### config.mk
export PLATFORM = sky130hd
export DESIGN_NAME = router_ctrl
export DESIGN_NICKNAME = d
export VERILOG_FILES = /design/src/rtl/router_pkg.sv /design/src/rtl/router_soft_rst_timer.sv /design/src/rtl/router_ctrl.sv
export SDC_FILE = /design/constraint.sdc
export NUM_CORES = 1
export LEC_CHECK = 0
export CAP_MARGIN = 10
export CORE_MARGIN = 2
export CORE_UTILIZATION = 49
export DETAILED_ROUTE_END_ITERATION = 8
export HOLD_SLACK_MARGIN = 0.1
export PLACE_DENSITY = 0.88
export RECOVER_POWER = 25
export SLEW_MARGIN = 20
export SYNTH_ARGS = -nofsm -noshare
export SYNTH_HDL_FRONTEND = slang
export SYNTH_SLANG_ARGS = --single-unit
### constraint.sdc
create_clock -name clk -period 1.5 [get_ports clk]
set_input_delay 0.3 -clock clk [delete_from_list [all_inputs] [get_ports clk]]
set_output_delay 0.3 -clock clk [all_outputs]
set_load 0.01 [all_outputs]
### src/rtl/router_pkg.sv
// router_pkg: shared state encoding and default sizing for the router ingress controller.
package router_pkg;
   localparam int NUM_CH_DEF = 3;
   localparam int ADDR_W = 2;
   localparam int SOFT_RST_CYCLES_DEF = 30;
   typedef enum logic [2:0] {
      DECODE_ADDRESS,
      LOAD_FIRST_DATA,
      LOAD_DATA,
      LOAD_PARITY,
      FIFO_FULL_STATE,
      LOAD_AFTER_FULL,
      WAIT_TILL_EMPTY,
      CHECK_PARITY_ERROR
   } state_t;
endpackage

### src/rtl/router_soft_rst_timer.sv
// router_soft_rst_timer: per-channel read timeout, pulses soft_reset when valid data sits unread too long.
module router_soft_rst_timer
   import router_pkg::*;
#(
   parameter int CYCLES = SOFT_RST_CYCLES_DEF
) (
   input  logic clk,
   input  logic rst,
   input  logic vld,
   input  logic read_enb,
   output logic soft_reset
);
   localparam int CW = $clog2(CYCLES);
   logic [CW-1:0] cnt;
   logic term;
   assign term = cnt == CW'(CYCLES - 1);
   // a read on the terminal cycle wins over the timeout
   always_ff @(posedge clk or posedge rst)
      if (rst) begin
         cnt <= '0;
         soft_reset <= 1'b0;
      end else begin
         soft_reset <= vld && !read_enb && term;
         cnt <= (!vld || read_enb || term) ? '0 : cnt + 1'b1;
      end
endmodule

### src/rtl/router_ctrl.sv
// router_ctrl: ingress FSM for the 1x3 router; sequences header/payload/parity,
// latches the destination and steers FIFO writes, with per-channel read timeouts.
module router_ctrl
   import router_pkg::*;
#(
   parameter int NUM_CH = NUM_CH_DEF,
   parameter int SOFT_RST_CYCLES = SOFT_RST_CYCLES_DEF
) (
   input  logic              clk,
   input  logic              rst,
   input  logic              pkt_valid,
   input  logic [ADDR_W-1:0] data_in,
   input  logic [NUM_CH-1:0] fifo_full,
   input  logic [NUM_CH-1:0] fifo_empty,
   input  logic [NUM_CH-1:0] read_enb,
   input  logic              parity_done,
   input  logic              low_pkt_valid,
   output logic              detect_add,
   output logic              lfd_state,
   output logic              ld_state,
   output logic              laf_state,
   output logic              full_state,
   output logic              rst_int_reg,
   output logic              write_enb_reg,
   output logic [NUM_CH-1:0] write_enb,
   output logic              fifo_full_sel,
   output logic              busy,
   output logic [NUM_CH-1:0] vld_out,
   output logic [NUM_CH-1:0] soft_reset
);
   localparam int EXT_W = 1 << ADDR_W;
   state_t state, next;
   logic [ADDR_W-1:0] addr_q;
   logic [EXT_W-1:0] empty_x, full_x, srst_x;
   logic addr_ok;
   // widen per-channel vectors so any address value indexes in range
   assign empty_x = EXT_W'(fifo_empty);
   assign full_x = EXT_W'(fifo_full);
   assign srst_x = EXT_W'(soft_reset);
   assign addr_ok = int'(data_in) < NUM_CH;
   assign fifo_full_sel = full_x[addr_q];
   assign vld_out = ~fifo_empty;
   assign detect_add = state == DECODE_ADDRESS;
   assign lfd_state = state == LOAD_FIRST_DATA;
   assign ld_state = state == LOAD_DATA;
   assign laf_state = state == LOAD_AFTER_FULL;
   assign full_state = state == FIFO_FULL_STATE;
   assign rst_int_reg = state == CHECK_PARITY_ERROR;
   assign write_enb_reg = ld_state || laf_state || state == LOAD_PARITY;
   assign write_enb = write_enb_reg ? NUM_CH'(1) << addr_q : '0;
   assign busy = !(detect_add || ld_state);
   always_ff @(posedge clk or posedge rst)
      if (rst) begin
         state <= DECODE_ADDRESS;
         addr_q <= '0;
      end else begin
         state <= next;
         if (detect_add && pkt_valid && addr_ok) addr_q <= data_in;
      end
   always_comb begin
      next = state;
      case (state)
         DECODE_ADDRESS:
            if (pkt_valid && addr_ok) next = empty_x[data_in] ? LOAD_FIRST_DATA : WAIT_TILL_EMPTY;
         WAIT_TILL_EMPTY:
            next = empty_x[addr_q] ? LOAD_FIRST_DATA : WAIT_TILL_EMPTY;
         LOAD_FIRST_DATA:
            next = LOAD_DATA;
         LOAD_DATA:
            next = fifo_full_sel ? FIFO_FULL_STATE : !pkt_valid ? LOAD_PARITY : LOAD_DATA;
         FIFO_FULL_STATE:
            next = fifo_full_sel ? FIFO_FULL_STATE : LOAD_AFTER_FULL;
         LOAD_AFTER_FULL:
            next = parity_done ? DECODE_ADDRESS : low_pkt_valid ? LOAD_PARITY : LOAD_DATA;
         LOAD_PARITY:
            next = CHECK_PARITY_ERROR;
         CHECK_PARITY_ERROR:
            next = fifo_full_sel ? FIFO_FULL_STATE : DECODE_ADDRESS;
         default:
            next = DECODE_ADDRESS;
      endcase
      // a timeout on the active channel abandons the packet from any state
      if (!detect_add && srst_x[addr_q]) next = DECODE_ADDRESS;
   end
   for (genvar i = 0; i < NUM_CH; i++) begin : g_tmr
      router_soft_rst_timer #(.CYCLES(SOFT_RST_CYCLES)) u_tmr (
         .clk(clk),
         .rst(rst),
         .vld(vld_out[i]),
         .read_enb(read_enb[i]),
         .soft_reset(soft_reset[i])
      );
   end
endmodule

==> summary.txt, run 1 <==
Outcome
  – Status: finished with violations
  – Violated checks: setup timing

Critical path
  – CP required: between 1 and 1.5 ns
  – Worst setup SP type: register
  – Worst Setup End Kind: primary output
  – Critical path type: register to primary output
  – CP Max Fanout: 4
  – R2R Path Start: addr_q[1]$_DFFE_PP0P_
  – R2R Setup Slk: -0.19 ns
  – Reg-to-reg endpoint: state[2]$_DFFE_PP0P_
  – R2R depth: 7
  – Arr. time, crit path: 1.44 ns

Cells and area
  – Final core occ: 79.4%
  – Layout cells sized above 1: a little under 40%
  – Area Growth Syn to Fin: 56.6%
  – Non-Filler Instances: 246
  – Total Nets Final: between 200 and 250
  – Design Area, Final: about 2200 µm²
  – Number of diodes: 0

Clock tree
  – Hold_buf cts: 0
  – CTS Sinks: 23
  – Skew-Pair Late Insertion Delay: ~0.31 ns
  – Clock-pin transition on the worst setup and hold timing paths: 0.13 ns
  – Clock Root Buffer: clkbuf_4
  – H-tree levels: 1
  – CTS tree: yes
  – TritonCTS buffer count: 3
  – Worst-case clock buffer depth: 2

Yosys
  – Synthesized instance count: 149
  – Syn_nets: ~170
  – Top cell type by total area after synthesis: dfrtp_1
  – Most frequent cell after synthesis: nor2_1
  – Synth unique cells: between 40 and 50
  – Seq cells post-synth: 23
  – EDFF count, synth: 0
  – Asr flop ratio synth: between 90% and 100%
  – Top cells by area, synth: dfrtp_1, nor2_1, ha_1, buf_4, xor2_1
  – Ys Warns: 0
  – Post-synth top area share: 41.9%
  – Mapped Area: roughly 1400 µm²
  – Post-synth top cells: nor2_1, dfrtp_1, inv_1
  – Dominant synthesized flop cell: dfrtp_1
  – Syn Area/Cell: a little over 9 µm²
  – Seq/Total Area, Yosys: 41.9%

Timing
  – Post-route minimum period: about 1.7 ns
  – Setup-failing EPs final: 15
  – Worst slew pin tran: about 0.57 ns
  – Final number of hold-violating endpoints: 0
  – WHS: around 0.45 ns
  – F_max: about 580 MHz
  – Final Worst Setup Slack: -0.236 ns
  – Relative slew slack: ~62%
  – Tcrit/Tclk final: 116%
  – Max Slew Vio Count: 0
  – Clock skew: approximately 0.0063 ns
  – RSZ-0062 raised after global routing: true
  – Setup TNS: -2.20 ns

Placement
  – IO Port Bufs: 33
  – DP HPWL: ~2400 µm
  – Placer Congestion: 0.816
  – Dpl cells: between 200 and 250
  – Area after DPL: between 1500 and 2000 µm²
  – Pre-CTS setup slack: -0.350 ns

Power and ir drop
  – Pwr Total: between 3 and 4 mW
  – Power Density: 1650 nW/µm²
  – Maximum vdd drop: 0.00206 V
  – Pleak: ~1.0 nW

Floorplanning
  – # IOs: 34
  – Core footprint: ~2700 µm²
  – Width of the die: 57.0 µm
  – Initial Util: 50.7%
  – Cell Rows: 19
  – Die Area: 3240 µm²
  – Die Y: roughly 57 µm

GRT
  – Number of global-route vias before repair: 1483
  – Antenna violations before repair: 0
  – First-pass GRT wire length: approximately 6600 µm
  – GRT overflow: 0
  – Largest net degree at the start of global routing: 24
  – Total GRT Usage: between 20% and 30%

Route
  – Post-Route WL: 4630 µm
  – 1st-pass router iterations: 4
  – Routed vias/inst: between 5 and 6
  – ANT nets after route: 0
  – DRC: 0
  – Routed length per instance: ~19 µm
  – Initial DRC count: 58
  – Total number of vias: ~1400

Flow run
  – MaxCap Viol Count: 0

Hold path
  – WHS Endpoint: g_tmr[0].u_tmr.soft_reset$_DFF_PP0_
  – Worst hold stages: 2
  – HP Start: fifo_empty[0]
  – Min-delay worst type: primary input to register
## routing by layer
| layer | track usage (%) | vias to the layer above | wire length (µm) |
|---|---|---|---|
| li1 | - | 639 | - |
| met1 | 29.9 | 677 | 1690 |
| met2 | 45.8 | 82 | 2430 |
| met3 | 4.31 | 23 | 329 |
| met4 | 12.3 | 0 | 173 |
| met5 | 0 | - | 0 |
## kinds of logic (layout without fill, tap and decap cells)
family	after synthesis	after routing	synth area share [%]
and+or+nand+nor	64	64	23.0
DFF	23	23	41.9
buffers and inverters	22	88	8.65
AOI/OAI and AO/OA	21	21	12.3
xor gates and xnor gates	9	9	5.74
adders and majority gates	6	6	5.46
muxes	4	4	2.91
## state kept, by name (all words and copies together), names as in the netlist
signal and flops:
g_tmr.u_tmr.cnt 15, g_tmr.u_tmr.soft_reset 3, state 3, addr_q 2
## cell type report
cell class / instances / area [µm²]
Multi-Input combinational cell: 104 / 836
Timing Repair Buffer: 73 / 633
Sequential cell: 23 / 577
Fill cell: 165 / 558
Inverter: 11 / 41.3
Tap cell: 31 / 38.8
Clock buffer: 4 / 26.3
## critical path, cell delays in order (launching register included)
cell and delay, ns:
dfrtp_1 0.43, nand2_1 0.09, nor2_2 0.13, buf_6 0.12
nor2_4 0.04, nor3b_2 0.17, buf_2 0.15
## where the power goes
part / internal, mW / total [mW] / switching, mW
Combinational: 1.29 / 2.45 / 1.15
Clock: 0.104 / 0.286 / 0.183
Sequential: 0.703 / 0.815 / 0.112
## timing repair
action                                  CTS  global route
gates resized for setup                  85            26
endpoints found under the setup margin   20            18
pin swaps                                 8            18
setup buffers                            13             7
endpoints found under the hold margin     0             0
## how the worst max path moves through the flow
stage	startpoint	endpoint	slack, ns
after floorplan	state[2]$_DFFE_PP0P_	write_enb[1]	-0.02
after global placement	fifo_full[2]	fifo_full_sel	-0.34
after detailed placement	fifo_full[2]	fifo_full_sel	-0.35
after CTS	state[2]$_DFFE_PP0P_	write_enb[1]	-0.21
after global routing	state[2]$_DFFE_PP0P_	write_enb[2]	-0.33
final	state[2]$_DFFE_PP0P_	write_enb[2]	-0.24
## placed cells by master (no fill, tap or decap), drive strengths merged, types with 4 or more instances in the layout
cell type,n
nand2,7
o21ai,4
inv,11
mux2i,4
clkbuf,5
nor3,7
nand3,7
ha,6
buf,51
dfrtp,23
dlygate4sd2,6
xor2,6
nor2,27
clkdlybuf4s50,12
No activity file was read; power rests on OpenSTA's default activity.
==> inputs of run 2 (changes only) <==
--- a/config.mk
+++ b/config.mk
@@ -5,10 +5,12 @@
 export SDC_FILE = /design/constraint.sdc
 export NUM_CORES = 1
 export LEC_CHECK = 0
-export CAP_MARGIN = 10
+export ABC_AREA = 0
+export CAP_MARGIN = 15
 export CORE_MARGIN = 2
 export CORE_UTILIZATION = 49
 export DETAILED_ROUTE_END_ITERATION = 8
+export GPL_TIMING_DRIVEN = 0
 export HOLD_SLACK_MARGIN = 0.1
 export PLACE_DENSITY = 0.88
 export RECOVER_POWER = 25
==> summary.txt, run 2 (same netlist as run 1, synthesis figures left out) <==
Cells and area
  – Commonest cells after routing, fill and taps aside: buf_4, nor2_1, dfrtp_1, buf_6, clkdlybuf4s50_1
  – Max reg flops: 15
  – Final core occ: about four fifths
  – Number of diodes: 0
  – Area Growth Syn to Fin: 54.5%
  – Commonest non-fill, non-tap cell in the layout: buf_4
  – Top flop regs: g_tmr.u_tmr.cnt x15, g_tmr.u_tmr.soft_reset x3, state x3
  – Register with the most flip-flops: g_tmr.u_tmr.cnt
  – Total Nets Final: between 200 and 250
  – Layout cells sized above 1: a little under two fifths
  – Area occupied by multi-input gates: a little over 800 µm²
  – Fillers: 159
  – FF/Latch Area: ~580 µm²

Critical path
  – CP Max Fanout: 5
  – Max stage delay on crit path: 0.44 ns
  – Critical Path Sink: write_enb[2]
  – CP dominant cell by count: nor2_4
  – Crit-path cells: buf_6 -> nand2_4 -> nor2_4 -> nor2_4 -> nor3b_2 -> buf_2
  – Critical path type: register to primary output
  – R2R Setup Slk: -0.28 ns
  – R2R Path Start: state[0]$_DFFE_PP0P_
  – Stages on the worst setup path: 6
  – Crit. Startpoint: state[0]$_DFFE_PP0P_
  – Arr. time, crit path: approximately 1.5 ns
  – Worst Setup End Kind: primary output
  – CP top delay family: flip-flops
  – WP buf/inv: 2
  – CP required: ~1.2 ns
  – Critical-path top delay cell: dfrtp_1
  – Worst setup SP type: register
  – Reg-to-reg endpoint: state[0]$_DFFE_PP0P_
  – R2R depth: 8

Timing
  – Setup TNS: -2.96 ns
  – Clock skew: 0.0105 ns
  – Tcrit/Tclk final: 119%
  – F_max: between 500 and 600 MHz
  – Final number of hold-violating endpoints: 0
  – Setup-failing EPs final: 17
  – Max Slew Vio Count: 0
  – RSZ-0062 raised after global routing: true
  – Worst slew pin tran: between 0.8 and 0.9 ns
  – Final Worst Setup Slack: -0.285 ns
  – Post-route minimum period: about 1.8 ns
  – Relative slew slack: about 42%

Route
  – Initial DRC count: between 70 and 80
  – M1 wire length: 1730 µm
  – Met2 WL: ~2500 µm
  – Total number of vias: 1413
  – Routed vias/inst: about 5.8
  – Routed length per instance: 20.1 µm
  – Post-Route WL: around 5000 µm
  – DRC: 0
  – Top routing layer used: met4
  – 1st-pass router iterations: 4
  – Routed wl met3: roughly 330 µm
  – ANT nets after route: 0

GRT
  – First-pass GRT wire length: about 6600 µm
  – Number of global-route vias before repair: 1446
  – Largest net degree at the start of global routing: 24
  – GRT overflow: 0
  – Total GRT Usage: 26.7%
  – Antenna violations before repair: 0

Clock tree
  – H-tree levels: 1
  – Clock-pin transition on the worst setup and hold timing paths: approximately 0.13 ns
  – Worst-case clock buffer depth: 2
  – CTS Sinks: 23
  – TritonCTS buffer count: 3
  – CTS tree: yes
  – Clock Root Buffer: clkbuf_4
  – Skew-Pair Late Insertion Delay: 0.32 ns
  – Hold_buf cts: 0

Outcome
  – Violated checks: setup timing
  – Status: finished with violations

Flow run
  – MaxCap Viol Count: 0

Power and ir drop
  – Maximum vdd drop: 0.00160 V
  – Pleak: approximately 1.0 nW
  – Power Density: approximately 1700 nW/µm²

Floorplanning
  – Core footprint: ~2700 µm²
  – # IOs: 34
  – Width of the die: about 57 µm
  – Die Area: ~3200 µm²
  – Initial Util: around half
  – Die Y: 57.0 µm
  – Cell Rows: 19

Placement
  – Placer Congestion: 0.824
  – IO Port Bufs: 33
  – DP HPWL: ~2400 µm

Hold path
  – Min-delay worst type: primary input to register
## run 2: stage by stage
stage	setup WS [ns]	power [mW]	hold WS, ns	instance area [µm²]	instances
detailed placement	-0.465	2.13	0.497	1740	213
global placement	-0.404	2.07	0.474	1740	213
global route	-0.343	3.73	0.431	2120	242
floorplan	-0.0227	1.62	0.302	1370	149
CTS	-0.216	2.96	0.397	1980	234
finish	-0.285	3.59	0.426	2120	242
## run 2: cell type report
class,instances,share of cell area [%]
multi-input combinational,104,39.0
sequential,23,27.2
timing repair buffer,58,24.1
buffer,11,4.72
inverter,11,1.95
tap,31,1.83
clock buffer,3,1.06
clock inverter,1,0.236
## run 2: metal layers
metal  vias up  GRT usage, %
li1        627             -
met1       673          29.3
met2        82          48.9
met3        31          4.08
met4         0          15.0
met5         -             0
## run 2: how the worst min path moves through the flow
stage                                     from                                  end  slack [ns]  depth (start not counted)
6_report                         fifo_empty[0]  g_tmr[0].u_tmr.soft_reset$_DFF_PP0_        0.43                          2
5_1_grt                          fifo_empty[0]  g_tmr[0].u_tmr.soft_reset$_DFF_PP0_        0.43                          2
4_1_cts                          fifo_empty[0]  g_tmr[0].u_tmr.soft_reset$_DFF_PP0_        0.40                          2
3_5_place_dp   g_tmr[0].u_tmr.cnt[0]$_DFF_PP0_      g_tmr[0].u_tmr.cnt[0]$_DFF_PP0_        0.50                          1
3_3_place_gp   g_tmr[2].u_tmr.cnt[0]$_DFF_PP0_      g_tmr[2].u_tmr.cnt[0]$_DFF_PP0_        0.47                          1
2_1_floorplan                              rst                addr_q[0]$_DFFE_PP0P_        0.30                          1
## run 2: timing repair
item                       4_1_cts  5_1_grt
setup buffers                   18        9
gates resized for setup         82       27
setup endpoints to repair       20       16
pin swaps                        9       16
## run 2: power breakdown
group / switching (mW) / leakage [nW] / internal, mW
clock network: 0.192 / 0.0177 / 0.0999
registers: 0.0929 / 0.307 / 0.703
logic: 1.23 / 0.696 / 1.27
total: 1.52 / 1.02 / 2.08
==> inputs of run 3 (changes only) <==
==> constraint.sdc (replaced) <==
create_clock -name clk -period 2.1 [get_ports clk]
set_input_delay 0.42 -clock clk [delete_from_list [all_inputs] [get_ports clk]]
set_output_delay 0.42 -clock clk [all_outputs]
set_load 0.01 [all_outputs]
==> summary.txt, run 3 (same netlist as run 1, synthesis figures left out) <==
Clock tree
  – Clock-pin transition on the worst setup and hold timing paths: 0.12 ns
  – TritonCTS buffer count: 3
  – Skew-Pair Late Insertion Delay: roughly 0.31 ns
  – CTS tree: yes
  – H-tree levels: 1
  – Hold_buf cts: 0
  – CTS Sinks: 23
  – Worst-case clock buffer depth: 2
  – Clock Root Buffer: clkbuf_4

GRT
  – Total GRT Usage: 19.7%
  – Antenna violations before repair: 0
  – Number of global-route vias before repair: about 1200
  – GRT overflow: 0
  – Largest net degree at the start of global routing: 24
  – First-pass GRT wire length: roughly 5100 µm

Outcome
  – Status: complete, no violations

Power and ir drop
  – Power Density: around 980 nW/µm²
  – Pleak: a little under 0.9 nW
  – Switching power total: a little over 0.7 mW
  – Maximum vdd drop: approximately 0.0012 V
  – Clock power frac: between 10% and 20%
  – Sequential fraction of design power: 30.8%
  – Int Power: between 1 and 1.5 mW
  – Comb pwr share: 58.1%
  – Switching Fraction: about two fifths

Timing
  – WHS: just under 0.4 ns
  – Final number of hold-violating endpoints: 0
  – Tcrit/Tclk final: 98.0%
  – F_max: just under 500 MHz
  – Max Slew Vio Count: 0
  – Setup-failing EPs final: 0
  – Post-route minimum period: just over 2 ns
  – Worst slew pin tran: between 0.8 and 0.9 ns
  – Clock skew: 0.00731 ns
  – Relative slew slack: 42.6%

Hold path
  – Min-delay worst type: primary input to register

Cells and area
  – Commonest non-fill, non-tap cell in the layout: nor2_1
  – Register with the most flip-flops: g_tmr.u_tmr.cnt
  – Max reg flops: 15
  – Area occupied by multi-input gates: about 700 µm²
  – Total Nets Final: between 200 and 250
  – Layout cells sized above 1: 15.9%
  – Number of diodes: 0
  – Commonest cells after routing, fill and taps aside: nor2_1, dfrtp_1, clkdlybuf4s50_1, inv_1, buf_4
  – Area Growth Syn to Fin: 32.6%
  – Fillers: roughly 230
  – FF/Latch Area: 577 µm²
  – Final core occ: around two thirds
  – Top flop regs: g_tmr.u_tmr.cnt x15, g_tmr.u_tmr.soft_reset x3, state x3

Floorplanning
  – Die Y: ~57 µm
  – Die Area: ~3200 µm²
  – # IOs: 34
  – Initial Util: just over 50%
  – Core footprint: 2710 µm²
  – Width of the die: 57.0 µm
  – Cell Rows: 19

Placement
  – Placer Congestion: approximately 0.82
  – DP HPWL: about 2400 µm
  – IO Port Bufs: 33

Critical path
  – Worst Setup End Kind: primary output
  – Crit-path cells: clkdlybuf4s50_1 -> inv_1 -> buf_4 -> clkdlybuf4s50_1
  – Critical-path top delay cell: clkdlybuf4s50_1
  – CP Max Fanout: 5
  – CP required: roughly 1.7 ns
  – Worst setup SP type: primary input
  – Critical path type: primary input to primary output
  – CP dominant cell by count: clkdlybuf4s50_1
  – Max stage delay on crit path: around 0.57 ns
  – Arr. time, crit path: between 1.5 and 2 ns

Route
  – DRC: 0
  – ANT nets after route: 0
  – 1st-pass router iterations: 4
  – Routed length per instance: around 14 µm
  – Post-Route WL: 3100 µm
  – Initial DRC count: 57
  – Total number of vias: about 1200
  – Routed vias/inst: between 5 and 6

Flow run
  – MaxCap Viol Count: 0
run 3: per-stage QoR:
step | TNS, ns | instances | power [mW] | instance area (µm²) | setup WS (ns)
global route | -0.0102 | 220 | 1.91 | 1820 | -0.0102
finish | 0 | 220 | 1.79 | 1820 | 0.0418
floorplan | 0 | 149 | 1.16 | 1370 | 0.457
CTS | -0.0237 | 219 | 1.75 | 1800 | -0.0237
global placement | -0.0436 | 213 | 1.48 | 1740 | -0.0436
detailed placement | -0.0502 | 213 | 1.52 | 1740 | -0.0502
run 3: power groups by stage:
stage	combinational, mW	clock (mW)	sequential (mW)
4_1_cts	0.988	0.210	0.548
2_1_floorplan	0.612	0	0.545
6_report	1.04	0.200	0.550
3_5_place_dp	0.962	0	0.557
5_1_grt	1.12	0.233	0.556
3_3_place_gp	0.926	0	0.553
run 3: metal layers:
layer	track usage, %	routed length [µm]	up-vias
met5	0	0	-
met4	6.98	14	0
met3	2.72	168	2
met2	36.5	1540	36
met1	23.3	1380	584
li1	-	-	589
run 3: timing repair:
item                       4_1_cts  5_1_grt
pin swaps                        1        0
resized for setup               17       11
setup endpoints to repair       11        7
buffers inserted                 2        1
run 3: path summary, 6_finish.rpt:
check	end	slack, ns	cells after the start	from
setup / recovery	vld_out[2]	0.04	4	fifo_empty[2]
hold / removal	g_tmr[0].u_tmr.soft_reset$_DFF_PP0_	0.40	2	fifo_empty[0]
setup reg to reg	state[2]$_DFFE_PP0P_	0.51	5	addr_q[1]$_DFFE_PP0P_
hold reg to reg	g_tmr[0].u_tmr.cnt[0]$_DFF_PP0_	0.51	1	g_tmr[0].u_tmr.cnt[0]$_DFF_PP0_
max in group asynchronous	state[1]$_DFFE_PP0P_	0.93	2	rst
min in group asynchronous	g_tmr[1].u_tmr.cnt[0]$_DFF_PP0_	0.58	2	rst
run 3: cell type report:
class                      instances  area share (%)
buffer                            11            5.15
clock buffer                       3            1.24
clock inverter                     1           0.275
inverter                          11            2.27
multi-input combinational        104            38.3
sequential                        23            31.7
tap                               31            2.13
timing repair buffer              36            19.0
run 3: worst max-delay path: cells and delay by family:
family | cells | cell delay, ns
buffers and inverters | 4 | 1.22
